==> src/rtl/dcache_axi_bridge.sv <==
// Bridges whole-line (8 x 32-bit) data-cache refills and writebacks onto single
// 8-beat AXI4 INCR bursts, one transaction at a time, with a one-cycle grant.
module dcache_axi_bridge #(
    parameter logic [3:0] AXI_ID = 4'd1
) (
    input  logic        clk,
    input  logic        rst,
    input  logic [31:0] req_addr,
    input  logic        rd_req,
    input  logic        wr_req,
    input  logic [31:0] wr_line [0:7],
    output logic        gnt,
    output logic [31:0] rd_line [0:7],
    output logic [3:0]  arid,
    output logic [31:0] araddr,
    output logic [7:0]  arlen,
    output logic [2:0]  arsize,
    output logic [1:0]  arburst,
    output logic        arvalid,
    input  logic        arready,
    input  logic [31:0] rdata,
    input  logic [1:0]  rresp,
    input  logic        rlast,
    input  logic        rvalid,
    output logic        rready,
    output logic [3:0]  awid,
    output logic [31:0] awaddr,
    output logic [7:0]  awlen,
    output logic [2:0]  awsize,
    output logic [1:0]  awburst,
    output logic        awvalid,
    input  logic        awready,
    output logic [31:0] wdata,
    output logic [3:0]  wstrb,
    output logic        wlast,
    output logic        wvalid,
    input  logic        wready,
    input  logic [1:0]  bresp,
    input  logic        bvalid,
    output logic        bready
);

    typedef enum logic [2:0] {
        S_IDLE, S_AR, S_R, S_AW, S_W, S_B, S_DONE
    } state_t;

    state_t      state;
    logic [2:0]  cnt;
    logic [31:0] wbuf [0:7];

    // Response codes and the sub-line address bits carry no meaning for this bridge.
    logic unused_ok;
    assign unused_ok = ^{req_addr[4:0], rresp, bresp};

    assign arid    = AXI_ID;
    assign awid    = AXI_ID;
    assign arlen   = 8'd7;
    assign awlen   = 8'd7;
    assign arsize  = 3'd2;
    assign awsize  = 3'd2;
    assign arburst = 2'b01;
    assign awburst = 2'b01;
    assign wstrb   = 4'hF;
    assign wdata   = wbuf[cnt];

    always_ff @(posedge clk) begin
        if (rst) begin
            state   <= S_IDLE;
            gnt     <= 1'b0;
            arvalid <= 1'b0;
            awvalid <= 1'b0;
            wvalid  <= 1'b0;
            wlast   <= 1'b0;
            rready  <= 1'b0;
            bready  <= 1'b0;
            araddr  <= '0;
            awaddr  <= '0;
            cnt     <= '0;
            for (int i = 0; i < 8; i++) begin
                rd_line[i] <= '0;
                wbuf[i]    <= '0;
            end
        end else begin
            case (state)
                S_IDLE: begin
                    // Writeback wins so a dirty victim leaves before its refill.
                    if (wr_req) begin
                        awaddr  <= {req_addr[31:5], 5'b0};
                        wbuf    <= wr_line;
                        awvalid <= 1'b1;
                        state   <= S_AW;
                    end else if (rd_req) begin
                        araddr  <= {req_addr[31:5], 5'b0};
                        arvalid <= 1'b1;
                        state   <= S_AR;
                    end
                end
                S_AR: begin
                    if (arvalid && arready) begin
                        arvalid <= 1'b0;
                        rready  <= 1'b1;
                        cnt     <= '0;
                        state   <= S_R;
                    end
                end
                S_R: begin
                    if (rvalid && rready) begin
                        rd_line[cnt] <= rdata;
                        cnt          <= cnt + 3'd1;
                        if (rlast) begin
                            rready <= 1'b0;
                            gnt    <= 1'b1;
                            state  <= S_DONE;
                        end
                    end
                end
                S_AW: begin
                    if (awvalid && awready) begin
                        awvalid <= 1'b0;
                        wvalid  <= 1'b1;
                        wlast   <= 1'b0;
                        cnt     <= '0;
                        state   <= S_W;
                    end
                end
                S_W: begin
                    if (wvalid && wready) begin
                        cnt   <= cnt + 3'd1;
                        wlast <= (cnt == 3'd6);
                        if (cnt == 3'd7) begin
                            wvalid <= 1'b0;
                            wlast  <= 1'b0;
                            bready <= 1'b1;
                            state  <= S_B;
                        end
                    end
                end
                S_B: begin
                    if (bvalid && bready) begin
                        bready <= 1'b0;
                        gnt    <= 1'b1;
                        state  <= S_DONE;
                    end
                end
                S_DONE: begin
                    gnt   <= 1'b0;
                    state <= S_IDLE;
                end
                default: state <= S_IDLE;
            endcase
        end
    end

endmodule

==> config.mk <==
export PLATFORM = sky130hd
export DESIGN_NAME = dcache_axi_bridge
export DESIGN_NICKNAME = d
export VERILOG_FILES = /design/src/rtl/dcache_axi_bridge.sv
export SDC_FILE = /design/constraint.sdc
export NUM_CORES = 1
export LEC_CHECK = 0
export ABC_AREA = 0
export ABC_CLOCK_PERIOD_IN_PS = 2100
export BUFFER_PORTS_ARGS = -buffer_cell sky130_fd_sc_hd__buf_2
export CORE_AREA = 2 2 284 286
export DETAILED_ROUTE_END_ITERATION = 7
export DIE_AREA = 0 0 286 288
export MAX_ROUTING_LAYER = met4
export SLEW_MARGIN = 10
export SYNTH_ARGS = -nofsm -noshare
export SYNTH_HDL_FRONTEND = slang
export SYNTH_SLANG_ARGS = --single-unit
==> constraint.sdc <==
create_clock -name clk -period 2.1 [get_ports clk]
set_input_delay 0.105 -clock clk [delete_from_list [all_inputs] [get_ports clk]]
set_output_delay 0.105 -clock clk [all_outputs]
set_load 0.005 [all_outputs]
==> report_table.html, run 1 <==
<table>
<tr><th>Metric</th><th>Value</th></tr>
<tr><th colspan="2">Status</th></tr>
<tr><td>Violated checks</td><td>negative setup slack</td></tr>
<tr><td>Result of the run</td><td>finished, violations left</td></tr>
<tr><th colspan="2">Floorplanning</th></tr>
<tr><td>Standard cell core area</td><td>79,600 sq um</td></tr>
<tr><td>X dimension of the die</td><td>286 microns</td></tr>
<tr><td>Row cnt</td><td>104</td></tr>
<tr><td>Die Y</td><td>288 microns</td></tr>
<tr><td>Top Ports</td><td>731</td></tr>
<tr><td>Full die area</td><td>82,400 sq um</td></tr>
<tr><td>Initial standard-cell utilization of the core</td><td>0.289</td></tr>
<tr><th colspan="2">Power</th></tr>
<tr><td>Pwr dens</td><td>986 nW/um^2</td></tr>
<tr><td>Share of total power in the clock network</td><td>0.374</td></tr>
<tr><td>Sw Pwr</td><td>10,600 uW</td></tr>
<tr><td>Share of power burned in registers</td><td>0.380</td></tr>
<tr><td>Static leakage</td><td>0.0145 uW</td></tr>
<tr><td>Combinational share of power</td><td>0.247</td></tr>
<tr><td>Internal power</td><td>23,500 uW</td></tr>
<tr><td>Worst supply voltage drop on vdd</td><td>0.000656 V</td></tr>
<tr><td>Switching fraction of total power</td><td>0.312</td></tr>
<tr><th colspan="2">Synthesis</th></tr>
<tr><td>Post-synth EDFFs</td><td>0</td></tr>
<tr><td>Share of async-settable or async-resettable flops after synthesis</td><td>0</td></tr>
<tr><td>Synth Area in Compound Gates</td><td>0.151</td></tr>
<tr><td>Post-synthesis sequential area ratio</td><td>0.503</td></tr>
<tr><td>Library cells used by synthesis</td><td>67</td></tr>
<tr><td>Cell Area, Synth</td><td>23,000 sq um</td></tr>
<tr><td>Dominant combinational cell family by area after synthesis</td><td>simple AND/OR/NAND/NOR gates</td></tr>
<tr><td>Synthesized-area fraction occupied by and/or/nand/nor cells</td><td>0.214</td></tr>
<tr><td>Synth warnings</td><td>0</td></tr>
<tr><td>Per-instance average area after synthesis</td><td>7.93 sq um</td></tr>
<tr><td>Count of mapped cells out of synthesis</td><td>2,903</td></tr>
<tr><td>Most frequently used flop master after synthesis</td><td>sky130_fd_sc_hd__dfxtp_1</td></tr>
<tr><td>Proportion of synthesized area in mux cells</td><td>0.0610</td></tr>
<tr><td>#FFs+latches synth</td><td>579</td></tr>
<tr><td>Area share of fa/ha/maj cells after synthesis</td><td>0.00272</td></tr>
<tr><td>Xor/xnor share of the synthesized area</td><td>0.000380</td></tr>
<tr><th colspan="2">Setup path</th></tr>
<tr><td>Ordered cell list for the critical path</td><td>buf_12 -&gt; clkinvlp_4 -&gt; buf_6 -&gt; nor2_4 -&gt; buf_6 -&gt; a22oi_2 -&gt; o21ai_1 -&gt; buf_2</td></tr>
<tr><td>Critical Path Most Common Cell</td><td>sky130_fd_sc_hd__buf_6</td></tr>
<tr><td>FF-to-FF Start</td><td>cnt[0]$_SDFFE_PP0P_</td></tr>
<tr><td>Maximum fanout count along the critical path</td><td>8</td></tr>
<tr><td>Largest stage delay on the critical path</td><td>0.35 ns</td></tr>
<tr><td>Category of the worst setup path launch point</td><td>flip-flop</td></tr>
<tr><td>Worst EP required</td><td>2.00 ns</td></tr>
<tr><td>Endpoint class of the critical path</td><td>primary output</td></tr>
<tr><td>Library cell contributing the largest single delay on the critical path</td><td>sky130_fd_sc_hd__dfxtp_4</td></tr>
<tr><td>Setup Crit Path Kind</td><td>reg -&gt; out</td></tr>
<tr><td>Worst setup path startpoint</td><td>cnt[1]$_SDFFE_PP0P_</td></tr>
<tr><td>Arrival time of data at the critical path endpoint</td><td>2.26 ns</td></tr>
<tr><th colspan="2">Detailed routing</th></tr>
<tr><td>Post-DRT Antenna Nets</td><td>0</td></tr>
<tr><td>Drt via density</td><td>4.74</td></tr>
<tr><td>DRC violation count after routing</td><td>0</td></tr>
<tr><td>DR WL/cell</td><td>19.0 microns</td></tr>
<tr><td>Detailed-router iteration count before antenna repair</td><td>7</td></tr>
<tr><td>Routed wire length</td><td>95,100 microns</td></tr>
<tr><td>Number of DRC markers in iteration 0</td><td>1,548</td></tr>
<tr><td>Via count</td><td>23,698</td></tr>
<tr><th colspan="2">GRT</th></tr>
<tr><td>Via count of the first global-routing pass</td><td>22,554</td></tr>
<tr><td>Pin count of the biggest net entering global routing</td><td>90</td></tr>
<tr><td>Total gr overflow</td><td>0</td></tr>
<tr><td>Total global routing track utilization</td><td>0.226</td></tr>
<tr><td>First-pass GRT wire length</td><td>139,000 microns</td></tr>
<tr><td>Number of antenna violations at the first check in global routing</td><td>26</td></tr>
<tr><th colspan="2">Final layout</th></tr>
<tr><td>Layout cells sized above 1</td><td>0.275</td></tr>
<tr><td>Final net count</td><td>4,199</td></tr>
<tr><td>Fillers</td><td>7,879</td></tr>
<tr><td>Post-synthesis to final-layout area growth</td><td>50.4%</td></tr>
<tr><th colspan="2">STA</th></tr>
<tr><td>Worst hold slack</td><td>0.0387 ns</td></tr>
<tr><td>Top achievable clock speed</td><td>0.424 GHz</td></tr>
<tr><td>Transition time at the pin with the least slew margin</td><td>0.493 ns</td></tr>
<tr><td>Number of pins exceeding their max-slew limit in the final report</td><td>0</td></tr>
<tr><td>Setup repair after global routing missed its margin</td><td>yes</td></tr>
<tr><td>Period Utilization, post-route</td><td>1.12</td></tr>
<tr><td>Post-route worst setup slack</td><td>-0.260 ns</td></tr>
<tr><td>Slew Limit Headroom</td><td>0.669</td></tr>
<tr><td>Post-layout min period</td><td>2.36 ns</td></tr>
<tr><td>Number of hold violations in the final report</td><td>0</td></tr>
<tr><td>Setup skew after layout</td><td>0.0323 ns</td></tr>
<tr><td>Final-report setup violation count</td><td>32</td></tr>
<tr><th colspan="2">CTS</th></tr>
<tr><td>Number of clock sinks seen by CTS</td><td>579</td></tr>
<tr><td>Post-CTS clock slew at the launch and capture registers of the worst setup and hold paths</td><td>0.06 ns</td></tr>
<tr><td>H-tree levels</td><td>3</td></tr>
<tr><td>Cts bufs inserted</td><td>67</td></tr>
<tr><td>CTS tree</td><td>yes</td></tr>
<tr><td>Maximum buffer depth of the clock tree</td><td>3</td></tr>
<tr><td>Insertion delay to the later sink of the worst-skew pair</td><td>0.62 ns</td></tr>
<tr><td>Root cell of the clock tree</td><td>sky130_fd_sc_hd__clkbuf_16</td></tr>
<tr><th colspan="2">Place</th></tr>
<tr><td>Half-perimeter wire length after detailed placement</td><td>63,600 microns</td></tr>
<tr><td>Number of buffers added on ports</td><td>673</td></tr>
<tr><td>Pre-CTS setup slack</td><td>0.0869 ns</td></tr>
<tr><td>Weighted congestion at the end of routability-driven global placement</td><td>0.871</td></tr>
<tr><th colspan="2">Job</th></tr>
<tr><td>Number of maximum-capacitance violations</td><td>0</td></tr>
<tr><th colspan="2">Worst hold path</th></tr>
<tr><td>Worst min-delay path class</td><td>in -&gt; reg</td></tr>
<tr><td>Launch instance of the worst min-delay path</td><td>rvalid</td></tr>
</table>
[cell type report]
type                    count  area [sq um]  share of cell area
clock buffers              94          1990              0.0574
well taps                1060          1330              0.0383
diodes                     25          62.6             0.00181
multi-input cells        2057         10500               0.305
flip-flops and latches    579         11600               0.335
clock inverters            28           450              0.0130
inverters                   6          30.0            0.000867
repair buffers           1149          8620               0.249
[stage by stage]
stage / utilization / setup TNS (ns) / instances / power (uW) / area, sq um
global placement: 0.346 / 0 / 4466 / 20100 / 27500
detailed placement: 0.346 / 0 / 4466 / 20200 / 27500
floorplan: - / 0 / 2949 / 17400 / 23200
finish: 0.435 / -6.24 / 4998 / 34100 / 34600
CTS: 0.428 / -7.90 / 4948 / 34000 / 34100
global route: 0.435 / -9.09 / 4998 / 35700 / 34600
[cells in the final DEF, fill, tap and decap left out, types with 48 or more instances in the layout]
cell type,count
sky130_fd_sc_hd__dfxtp_1,576
sky130_fd_sc_hd__buf_2,669
sky130_fd_sc_hd__nor2_1,54
sky130_fd_sc_hd__a21oi_1,550
sky130_fd_sc_hd__mux2i_1,63
sky130_fd_sc_hd__nand2_1,1104
sky130_fd_sc_hd__dlygate4sd3_1,321
sky130_fd_sc_hd__clkbuf_16,71
sky130_fd_sc_hd__conb_1,48
sky130_fd_sc_hd__buf_4,74
[critical path, delay by kind of cell, from the launching register on]
kind,cells,cell delay (ns)
buffers and inverters,5,0.80
DFF,1,0.35
and+or+nand+nor,1,0.16
AOI/OAI and AO/OA,2,0.34
[path summary, 6_finish.rpt]
kind                            slack [ns]  cells after the start                         to
worst max register to register        0.03                      9      state[2]$_SDFFE_PP0P_
worst max-delay path                 -0.26                      8                  wdata[14]
worst min-delay path                  0.04                      5           gnt$_SDFFE_PP0P_
worst min register to register        0.45                      2  rd_line[180]$_SDFFE_PP0P_
[cell usage after synthesis, drive strengths merged, types with 2 or more instances]
library cell / instances / area [sq um]
a211oi: 3 / 27.5
a21oi: 553 / 2770
a221o: 14 / 140
a221oi: 11 / 96.3
a22o: 4 / 43.8
a22oi: 9 / 67.6
a31oi: 3 / 18.8
and2: 2 / 12.5
and3: 4 / 25.0
and3b: 4 / 40.0
and4: 2 / 17.5
buf: 140 / 897
clkbuf: 167 / 639
conb: 2 / 7.51
dfxtp: 579 / 11600
ha: 5 / 62.6
inv: 6 / 22.5
mux2: 19 / 221
mux2i: 80 / 801
mux4: 17 / 383
nand2: 1107 / 4160
nand2b: 4 / 27.5
nand3: 21 / 105
nand4: 5 / 31.3
nor2: 66 / 248
nor2b: 3 / 18.8
nor3: 8 / 45.0
nor3b: 3 / 38.8
nor4: 4 / 85.1
o211ai: 2 / 15.0
o21ai: 25 / 125
o221ai: 2 / 17.5
o22a: 3 / 26.3
o22ai: 8 / 50.1
or2: 2 / 12.5
or3: 2 / 12.5
[power groups by stage]
stage               logic (uW)  registers, uW  clock network, uW
floorplan                 4560          12900                  0
global placement          7020          13100                  0
detailed placement        7070          13100                  0
CTS                       8060          12900              13000
global route              9150          13100              13400
finish                    8420          13000              12800
[state kept, by name, summed over array words and instances, names as in the netlist, 3 cells and up]
register	count
rd_line	256
wbuf	256
araddr	27
awaddr	27
cnt	3
state	3
[metal layers]
layer,GRT usage,part of all wire,vias to the layer above
li1,-,-,11398
met1,0.277,0.42,11176
met2,0.367,0.47,935
met3,0.0429,0.070,189
met4,0.0846,0.034,0
met5,-,0,-
[kinds of logic (layout without fill, tap and decap cells)]
family	count (synthesis)	after routing
adders and majority gates	5	5
buffers and inverters	313	1277
AOI/OAI and AO/OA	645	645
and+or+nand+nor	1242	1242
muxes	116	116
xor gates and xnor gates	1	1
DFF	579	579
other	2	73
[what timing repair did]
item | in CTS | in global routing
pin swaps | 13 | 31
endpoints found under the hold margin | 572 | 0
gates resized for setup | 116 | 57
buffers inserted | 36 | 24
endpoints found under the setup margin | 32 | 34
cloned | 5 | 3
hold buffers | 321 | 0
(Power assumes the default switching activity.)
==> run 2: changes to the inputs <==
--- a/config.mk
+++ b/config.mk
@@ -8,10 +8,13 @@
 export ABC_AREA = 0
 export ABC_CLOCK_PERIOD_IN_PS = 2100
 export BUFFER_PORTS_ARGS = -buffer_cell sky130_fd_sc_hd__buf_2
-export CORE_AREA = 2 2 284 286
+export CELL_PAD_IN_SITES_DETAIL_PLACEMENT = 1
+export CELL_PAD_IN_SITES_GLOBAL_PLACEMENT = 2
+export CORE_MARGIN = 1.5
+export CORE_UTILIZATION = 28
 export DETAILED_ROUTE_END_ITERATION = 7
-export DIE_AREA = 0 0 286 288
 export MAX_ROUTING_LAYER = met4
+export PLACE_DENSITY_LB_ADDON = 0.1
 export SLEW_MARGIN = 10
 export SYNTH_ARGS = -nofsm -noshare
 export SYNTH_HDL_FRONTEND = slang
==> report_table.html, run 2 (same netlist as run 1, synthesis figures left out) <==
<table>
<tr><th>Metric</th><th>Value</th></tr>
<tr><th colspan="2">GRT</th></tr>
<tr><td>Number of antenna violations at the first check in global routing</td><td>38 (+46%)</td></tr>
<tr><td>Pin count of the biggest net entering global routing</td><td>109 (+21%)</td></tr>
<tr><td>First-pass GRT wire length</td><td>155,000 microns (+12%)</td></tr>
<tr><td>Total gr overflow</td><td>0 (unchanged)</td></tr>
<tr><td>Total global routing track utilization</td><td>0.247 (+0.0217)</td></tr>
<tr><td>Via count of the first global-routing pass</td><td>24,517 (+8.7%)</td></tr>
<tr><th colspan="2">STA</th></tr>
<tr><td>Setup skew after layout</td><td>0.0139 ns (-0.0184 ns)</td></tr>
<tr><td>Slew Limit Headroom</td><td>0.613 (-0.0553)</td></tr>
<tr><td>Number of pins exceeding their max-slew limit in the final report</td><td>0 (unchanged)</td></tr>
<tr><td>Total Neg Setup Slack</td><td>-6.30 ns (-0.0661 ns)</td></tr>
<tr><td>Post-layout min period</td><td>2.40 ns (+0.0443 ns)</td></tr>
<tr><td>Period Utilization, post-route</td><td>1.15 (+0.0211)</td></tr>
<tr><td>Number of hold violations in the final report</td><td>0 (unchanged)</td></tr>
<tr><td>Worst hold slack</td><td>0.0564 ns (+0.0177 ns)</td></tr>
<tr><td>Transition time at the pin with the least slew margin</td><td>0.580 ns (+0.0867 ns)</td></tr>
<tr><td>Final-report setup violation count</td><td>32 (unchanged)</td></tr>
<tr><td>Post-route worst setup slack</td><td>-0.305 ns (-0.0443 ns)</td></tr>
<tr><td>Top achievable clock speed</td><td>0.416 GHz (-1.8%)</td></tr>
<tr><td>Setup repair after global routing missed its margin</td><td>yes</td></tr>
<tr><th colspan="2">Final layout</th></tr>
<tr><td>Leading registers by flop count</td><td>rd_line (256), wbuf (256)</td></tr>
<tr><td>Post-synthesis to final-layout area growth</td><td>51.0%</td></tr>
<tr><td>Finished Core Util</td><td>0.430 (-0.00525)</td></tr>
<tr><td>Commonest non-fill, non-tap cell in the layout</td><td>sky130_fd_sc_hd__nand2_1</td></tr>
<tr><td>Final net count</td><td>4,214 (+0.36%)</td></tr>
<tr><td>Layout cells sized above 1</td><td>0.276 (about the same)</td></tr>
<tr><td>Leading cell types in the layout, fill and taps excluded</td><td>sky130_fd_sc_hd__nand2_1 (1,099), sky130_fd_sc_hd__buf_2 (659), sky130_fd_sc_hd__dfxtp_1 (576)</td></tr>
<tr><th colspan="2">Power</th></tr>
<tr><td>Static leakage</td><td>0.0145 uW (about the same)</td></tr>
<tr><td>Switching fraction of total power</td><td>0.319 (+0.00765)</td></tr>
<tr><td>Share of power burned in registers</td><td>0.385 (+0.005)</td></tr>
<tr><td>Internal power</td><td>22,900 uW (-2.4%)</td></tr>
<tr><td>Sw Pwr</td><td>10,800 uW (+1.1%)</td></tr>
<tr><td>Share of total power in the clock network</td><td>0.351 (-0.023)</td></tr>
<tr><td>Combinational share of power</td><td>0.264 (+0.017)</td></tr>
<tr><td>Pwr dens</td><td>969 nW/um^2 (-1.7%)</td></tr>
<tr><td>Worst supply voltage drop on vdd</td><td>0.000521 V (-21%)</td></tr>
<tr><th colspan="2">Detailed routing</th></tr>
<tr><td>Routed wire length</td><td>107,000 microns (+13%)</td></tr>
<tr><td>DRC violation count after routing</td><td>0 (unchanged)</td></tr>
<tr><td>Number of DRC markers in iteration 0</td><td>1,005 (-35%)</td></tr>
<tr><td>Drt via density</td><td>4.72 (-0.37%)</td></tr>
<tr><td>DR WL/cell</td><td>21.3 microns (+12%)</td></tr>
<tr><td>Detailed-router iteration count before antenna repair</td><td>5 (-2)</td></tr>
<tr><td>Via count</td><td>23,742 (+0.19%)</td></tr>
<tr><td>Post-DRT Antenna Nets</td><td>0 (unchanged)</td></tr>
<tr><th colspan="2">Worst hold path</th></tr>
<tr><td>Worst min-delay path class</td><td>in -&gt; reg</td></tr>
<tr><th colspan="2">Setup path</th></tr>
<tr><td>Setup Crit Path Kind</td><td>reg -&gt; out</td></tr>
<tr><td>Largest stage delay on the critical path</td><td>0.59 ns (+0.24 ns)</td></tr>
<tr><td>Arrival time of data at the critical path endpoint</td><td>2.30 ns (+0.04 ns)</td></tr>
<tr><td>Library cell contributing the largest single delay on the critical path</td><td>sky130_fd_sc_hd__mux4_2</td></tr>
<tr><td>Ordered cell list for the critical path</td><td>buf_12 -&gt; buf_16 -&gt; mux4_2 -&gt; mux2_4 -&gt; buf_6</td></tr>
<tr><td>Maximum fanout count along the critical path</td><td>8 (unchanged)</td></tr>
<tr><td>Endpoint class of the critical path</td><td>primary output</td></tr>
<tr><td>Category of the worst setup path launch point</td><td>flip-flop</td></tr>
<tr><td>Worst EP required</td><td>2.00 ns (about the same)</td></tr>
<tr><th colspan="2">Floorplanning</th></tr>
<tr><td>Standard cell core area</td><td>80,900 sq um (+1.6%)</td></tr>
<tr><td>Die Y</td><td>290 microns (+0.63%)</td></tr>
<tr><td>Top Ports</td><td>731 (unchanged)</td></tr>
<tr><td>X dimension of the die</td><td>290 microns (+1.3%)</td></tr>
<tr><td>Full die area</td><td>84,000 sq um (+2.0%)</td></tr>
<tr><td>Initial standard-cell utilization of the core</td><td>0.285 (-0.00465)</td></tr>
<tr><td>Row cnt</td><td>104 (unchanged)</td></tr>
<tr><th colspan="2">CTS</th></tr>
<tr><td>Root cell of the clock tree</td><td>sky130_fd_sc_hd__clkbuf_16</td></tr>
<tr><td>CTS tree</td><td>yes</td></tr>
<tr><td>Maximum buffer depth of the clock tree</td><td>3 (unchanged)</td></tr>
<tr><td>Insertion delay to the later sink of the worst-skew pair</td><td>0.60 ns (-0.02 ns)</td></tr>
<tr><td>Post-CTS clock slew at the launch and capture registers of the worst setup and hold paths</td><td>0.06 ns (about the same)</td></tr>
<tr><td>Cts bufs inserted</td><td>69 (+3.0%)</td></tr>
<tr><td>H-tree levels</td><td>3 (unchanged)</td></tr>
<tr><td>Number of clock sinks seen by CTS</td><td>579 (unchanged)</td></tr>
<tr><th colspan="2">Status</th></tr>
<tr><td>Violated checks</td><td>negative setup slack</td></tr>
<tr><td>Result of the run</td><td>finished, violations left</td></tr>
<tr><th colspan="2">Job</th></tr>
<tr><td>Number of maximum-capacitance violations</td><td>0 (unchanged)</td></tr>
<tr><th colspan="2">Place</th></tr>
<tr><td>Weighted congestion at the end of routability-driven global placement</td><td>0.817 (-6.2%)</td></tr>
<tr><td>Number of buffers added on ports</td><td>673 (unchanged)</td></tr>
<tr><td>Half-perimeter wire length after detailed placement</td><td>73,700 microns (+16%)</td></tr>
</table>
==> run 2: cell count changes in the layout (fill, tap and decap cells not counted), moves of 6 or more <==
cell / change
sky130_fd_sc_hd__a21oi_1: -6
sky130_fd_sc_hd__bufinv_16: -7
sky130_fd_sc_hd__diode_2: +15
sky130_fd_sc_hd__buf_4: +6
sky130_fd_sc_hd__buf_2: -10
sky130_fd_sc_hd__buf_12: +10
sky130_fd_sc_hd__clkbuf_1: +17
sky130_fd_sc_hd__clkbuf_16: +10
==> run 2: path summary, 6_finish.rpt <==
| check | from | endpoint | slack [ns] | cells past startpoint |
|---|---|---|---|---|
| worst max register to register | cnt[0]$_SDFFE_PP0P_ | rd_line[244]$_SDFFE_PP0P_ | 0.03 | 9 |
| worst min register to register | rd_line[163]$_SDFFE_PP0P_ | rd_line[163]$_SDFFE_PP0P_ | 0.45 | 2 |
| worst min-delay path | wr_req | state[1]$_SDFFE_PP0P_ | 0.06 | 4 |
| worst max-delay path | cnt[0]$_SDFFE_PP0P_ | wdata[20] | -0.30 | 5 |
==> run 2: what timing repair did <==
action	CTS	global route
setup endpoints to repair	32	34
hold buffers	323	0
setup buffers	25	42
resized for setup	96	98
pin swaps	11	34
endpoints found under the hold margin	572	0
cloned	4	10
==> run 2: final cells by class <==
type                       count  area (sq um)
multi-input combinational   2057         10600
tap                         1060          1330
fill                        9744         46200
sequential                   579         11600
antenna                       40           100
timing repair buffer        1162          8930
inverter                       6          26.3
clock buffer                 110          2070
clock inverter                12           125
==> run 2: metrics by stage <==
step | power [uW] | instance area [sq um] | setup slack (ns) | std cells
detailed placement | 20500 | 27600 | -0.0589 | 4465
floorplan | 17400 | 23200 | 0.364 | 2949
finish | 33700 | 34800 | -0.305 | 5026
global placement | 20300 | 27600 | -0.0621 | 4465
CTS | 33300 | 33700 | -0.326 | 4938
global route | 35400 | 34800 | -0.352 | 5024
==> run 2: power by group through the flow <==
stage	clock network, uW	registers (uW)	logic (uW)
detailed placement	0	13100	7400
global placement	0	13100	7260
CTS	12200	12900	8270
global route	12600	13100	9670
floorplan	0	12900	4560
finish	11800	13000	8900
==> run 2: worst max-delay path: cells and delay by family (launching register included) <==
kind / cells / cell delay, ns
flip-flops: 1 / 0.40
buffers and inverters: 3 / 0.41
multiplexers: 2 / 0.89
==> run 2: layer usage <==
layer	vias to the layer above	GRT usage	share of wire
met5	-	-	0
met4	0	0.0840	0.030
met3	151	0.0512	0.049
met2	557	0.417	0.49
met1	11595	0.292	0.43
li1	11439	-	-
==> run 3: changes to the inputs <==
--- a/config.mk
+++ b/config.mk
@@ -8,13 +8,10 @@
 export ABC_AREA = 0
 export ABC_CLOCK_PERIOD_IN_PS = 2100
 export BUFFER_PORTS_ARGS = -buffer_cell sky130_fd_sc_hd__buf_2
-export CELL_PAD_IN_SITES_DETAIL_PLACEMENT = 1
-export CELL_PAD_IN_SITES_GLOBAL_PLACEMENT = 2
-export CORE_MARGIN = 1.5
-export CORE_UTILIZATION = 28
+export CORE_AREA = 2 2 284 286
 export DETAILED_ROUTE_END_ITERATION = 7
+export DIE_AREA = 0 0 286 288
 export MAX_ROUTING_LAYER = met4
-export PLACE_DENSITY_LB_ADDON = 0.1
 export SLEW_MARGIN = 10
 export SYNTH_ARGS = -nofsm -noshare
 export SYNTH_HDL_FRONTEND = slang
==> constraint.sdc (replaced) <==
create_clock -name clk -period 2.1 [get_ports clk]
set_input_delay 0.105 -clock clk [delete_from_list [all_inputs] [get_ports clk]]
set_output_delay 0.105 -clock clk [all_outputs]
set_load 0.01 [all_outputs]
==> report_table.html, run 3 (same netlist as run 1, synthesis figures left out) <==
<table>
<tr><th>Metric</th><th>Value</th></tr>
<tr><th colspan="2">Setup path</th></tr>
<tr><td>Critical Path Most Common Cell</td><td>sky130_fd_sc_hd__buf_12</td></tr>
<tr><td>Worst setup path startpoint</td><td>cnt[1]$_SDFFE_PP0P_</td></tr>
<tr><td>Library cell contributing the largest single delay on the critical path</td><td>sky130_fd_sc_hd__dfxtp_4</td></tr>
<tr><td>Maximum fanout count along the critical path</td><td>5 (-3)</td></tr>
<tr><td>Slack of the worst reg-to-reg path</td><td>0.06 ns (+0.03 ns)</td></tr>
<tr><td>Setup Crit Path Kind</td><td>reg -&gt; out</td></tr>
<tr><td>Endpoint class of the critical path</td><td>primary output</td></tr>
<tr><td>Ordered cell list for the critical path</td><td>buf_12 -&gt; buf_12 -&gt; mux2i_1 -&gt; a21oi_1 -&gt; a221o_1 -&gt; buf_2</td></tr>
<tr><td>Largest stage delay on the critical path</td><td>0.39 ns (-0.20 ns)</td></tr>
<tr><td>Worst r2r path cells</td><td>9 (unchanged)</td></tr>
<tr><td>Category of the worst setup path launch point</td><td>flip-flop</td></tr>
<tr><td>FF-to-FF Start</td><td>cnt[1]$_SDFFE_PP0P_</td></tr>
<tr><td>Arrival time of data at the critical path endpoint</td><td>2.27 ns (-0.03 ns)</td></tr>
<tr><td>RR Endpoint</td><td>state[0]$_SDFFE_PP0P_</td></tr>
<tr><td>Worst EP required</td><td>2.00 ns (about the same)</td></tr>
<tr><td>Capture point of the worst path</td><td>wdata[5]</td></tr>
<tr><th colspan="2">Detailed routing</th></tr>
<tr><td>Post-DRT Antenna Nets</td><td>0 (unchanged)</td></tr>
<tr><td>DRC violation count after routing</td><td>0 (unchanged)</td></tr>
<tr><td>Detail Route met3 WL</td><td>7630 microns (+45%)</td></tr>
<tr><td>Number of DRC markers in iteration 0</td><td>1,749 (+74%)</td></tr>
<tr><td>Detailed-router iteration count before antenna repair</td><td>7 (+2)</td></tr>
<tr><td>Met1 Wirelength</td><td>39,500 microns (-14%)</td></tr>
<tr><td>DR WL/cell</td><td>19.2 microns (-9.9%)</td></tr>
<tr><td>Routed wire length</td><td>96,100 microns (-10%)</td></tr>
<tr><td>Uppermost metal layer occupied by signal nets</td><td>met4</td></tr>
<tr><td>Via count</td><td>23,947 (+0.86%)</td></tr>
<tr><td>Metal2 WL</td><td>45,500 microns (-14%)</td></tr>
<tr><td>Drt via density</td><td>4.78 (+1.3%)</td></tr>
<tr><th colspan="2">STA</th></tr>
<tr><td>Transition time at the pin with the least slew margin</td><td>0.695 ns (+0.115 ns)</td></tr>
<tr><td>Period Utilization, post-route</td><td>1.13 (-0.0122)</td></tr>
<tr><td>Post-layout min period</td><td>2.38 ns (-0.0256 ns)</td></tr>
<tr><td>Final-report setup violation count</td><td>32 (unchanged)</td></tr>
<tr><td>Setup skew after layout</td><td>0.0245 ns (+0.0106 ns)</td></tr>
<tr><td>Setup repair after global routing missed its margin</td><td>yes</td></tr>
<tr><td>Slew Limit Headroom</td><td>0.536 (-0.0769)</td></tr>
<tr><td>Number of hold violations in the final report</td><td>0 (unchanged)</td></tr>
<tr><td>Top achievable clock speed</td><td>0.420 GHz (+1.1%)</td></tr>
<tr><td>Post-route worst setup slack</td><td>-0.279 ns (+0.0256 ns)</td></tr>
<tr><td>Worst hold slack</td><td>0.0768 ns (+0.0203 ns)</td></tr>
<tr><td>Number of pins exceeding their max-slew limit in the final report</td><td>0 (unchanged)</td></tr>
<tr><th colspan="2">Final layout</th></tr>
<tr><td>Commonest non-fill, non-tap cell in the layout</td><td>sky130_fd_sc_hd__nand2_1</td></tr>
<tr><td>Finished Core Util</td><td>0.437 (+0.00702)</td></tr>
<tr><td>Post-synthesis to final-layout area growth</td><td>51.0% (unchanged)</td></tr>
<tr><td>Leading registers by flop count</td><td>rd_line (256), wbuf (256)</td></tr>
<tr><td>Final net count</td><td>4,205 (-0.21%)</td></tr>
<tr><td>Leading cell types in the layout, fill and taps excluded</td><td>sky130_fd_sc_hd__nand2_1 (1,101), sky130_fd_sc_hd__buf_2 (663), sky130_fd_sc_hd__dfxtp_1 (576)</td></tr>
<tr><td>Layout cells sized above 1</td><td>0.276 (+0.000704)</td></tr>
<tr><td>Fillers</td><td>7,826 (-20%)</td></tr>
<tr><td>Non-filler cells in the finished layout</td><td>5,005 (-0.42%)</td></tr>
<tr><th colspan="2">CTS</th></tr>
<tr><td>Number of clock sinks seen by CTS</td><td>579 (unchanged)</td></tr>
<tr><td>H-tree levels</td><td>3 (unchanged)</td></tr>
<tr><td>Insertion delay to the later sink of the worst-skew pair</td><td>0.61 ns (about the same)</td></tr>
<tr><td>Root cell of the clock tree</td><td>sky130_fd_sc_hd__clkbuf_16</td></tr>
<tr><td>Maximum buffer depth of the clock tree</td><td>3 (unchanged)</td></tr>
<tr><td>Cts bufs inserted</td><td>68 (-1.4%)</td></tr>
<tr><td>Post-CTS clock slew at the launch and capture registers of the worst setup and hold paths</td><td>0.05 ns (about the same)</td></tr>
<tr><td>CTS tree</td><td>yes</td></tr>
<tr><th colspan="2">Worst hold path</th></tr>
<tr><td>Worst min-delay path class</td><td>in -&gt; reg</td></tr>
<tr><th colspan="2">Floorplanning</th></tr>
<tr><td>Initial standard-cell utilization of the core</td><td>0.289 (+0.00465)</td></tr>
<tr><td>Top Ports</td><td>731 (unchanged)</td></tr>
<tr><td>Standard cell core area</td><td>79,600 sq um (-1.6%)</td></tr>
<tr><td>Full die area</td><td>82,400 sq um (-1.9%)</td></tr>
<tr><td>Row cnt</td><td>104 (unchanged)</td></tr>
<tr><td>Die Y</td><td>288 microns (-0.62%)</td></tr>
<tr><td>X dimension of the die</td><td>286 microns (-1.3%)</td></tr>
<tr><th colspan="2">GRT</th></tr>
<tr><td>Pin count of the biggest net entering global routing</td><td>93 (-15%)</td></tr>
<tr><td>First-pass GRT wire length</td><td>138,000 microns (-11%)</td></tr>
<tr><td>Number of antenna violations at the first check in global routing</td><td>29 (-24%)</td></tr>
<tr><td>Total global routing track utilization</td><td>0.226 (-0.0219)</td></tr>
<tr><td>Via count of the first global-routing pass</td><td>22,162 (-9.6%)</td></tr>
<tr><td>Total gr overflow</td><td>0 (unchanged)</td></tr>
<tr><th colspan="2">Place</th></tr>
<tr><td>Half-perimeter wire length after detailed placement</td><td>64,200 microns (-13%)</td></tr>
<tr><td>Number of placed instances with taps included</td><td>4,471 (+0.13%)</td></tr>
<tr><td>Weighted congestion at the end of routability-driven global placement</td><td>0.882 (+8.0%)</td></tr>
<tr><td>Number of buffers added on ports</td><td>673 (unchanged)</td></tr>
<tr><th colspan="2">Power</th></tr>
<tr><td>Static leakage</td><td>0.0145 uW (about the same)</td></tr>
<tr><td>Worst supply voltage drop on vdd</td><td>0.000595 V (+14%)</td></tr>
<tr><td>Pwr dens</td><td>977 nW/um^2 (+0.86%)</td></tr>
<tr><th colspan="2">Status</th></tr>
<tr><td>Violated checks</td><td>negative setup slack</td></tr>
<tr><td>Result of the run</td><td>finished, violations left</td></tr>
<tr><th colspan="2">Job</th></tr>
<tr><td>Number of maximum-capacitance violations</td><td>0 (unchanged)</td></tr>
</table>
## run 3: changes by cell type in the layout (fill, tap and decap cells not counted), moves of 6 or more
cell,change
sky130_fd_sc_hd__clkbuf_16,-11
sky130_fd_sc_hd__clkbuf_1,-10
sky130_fd_sc_hd__a21oi_1,+6
sky130_fd_sc_hd__diode_2,-11
sky130_fd_sc_hd__buf_6,-9
## run 3: report_power, final
part	internal, uW	leakage (uW)	switching, uW
registers	12200	0.00471	851
clock network	7350	0.00114	4910
logic	3740	0.00864	4940
total	23300	0.0145	10700
## run 3: metal layers
metal | up-vias | GRT usage
li1 | 11403 | -
met1 | 11293 | 0.275
met2 | 1033 | 0.363
met3 | 218 | 0.0484
met4 | 0 | 0.0884
met5 | - | -
## run 3: worst min-delay path by stage
stage	endpoint	slack (ns)	startpoint	cells after the start
2_1_floorplan	awvalid$_SDFFE_PP0P_	0.20	awready	1
5_1_grt	rready$_SDFFE_PP0P_	0.07	arready	5
4_1_cts	rready$_SDFFE_PP0P_	0.04	arready	5
6_report	rready$_SDFFE_PP0P_	0.08	arready	5
3_5_place_dp	awvalid$_SDFFE_PP0P_	0.33	awready	2
3_3_place_gp	awvalid$_SDFFE_PP0P_	0.33	awready	2
## run 3: timing repair
item                       4_1_cts  5_1_grt
hold buffers                   321        0
setup buffers                   33       24
hold endpoints to repair       571        0
setup endpoints to repair       32       36
cloned                           6        3
pin swaps                       19       18
gates resized for setup        104       70
## run 3: critical path: cells and delay by family, from the launching register on
family,cells,cell delay [ns]
multiplexers,1,0.32
AO/OA/AOI/OAI,2,0.51
flip-flops,1,0.39
buffers and inverters,3,0.44
## run 3: area by class of cell
class	count	area, sq um	share of cell area
clock inverter	18	305	0.00878
timing repair buffer	1154	8790	0.253
multi-input combinational	2057	10600	0.305
inverter	6	30.0	0.000864
antenna	29	72.6	0.00209
tap	1060	1330	0.0381
sequential	579	11600	0.334
clock buffer	102	2030	0.0584
## run 3: through the flow
stage | setup TNS (ns) | power [uW] | area, sq um | setup slack (ns)
5_1_grt | -8.59 | 35500 | 34800 | -0.349
3_3_place_gp | 0 | 20500 | 27700 | 0.141
4_1_cts | -8.10 | 33900 | 34100 | -0.332
6_report | -5.99 | 34000 | 34800 | -0.279
3_5_place_dp | 0 | 20500 | 27700 | 0.106
2_1_floorplan | 0 | 17600 | 23200 | 0.354
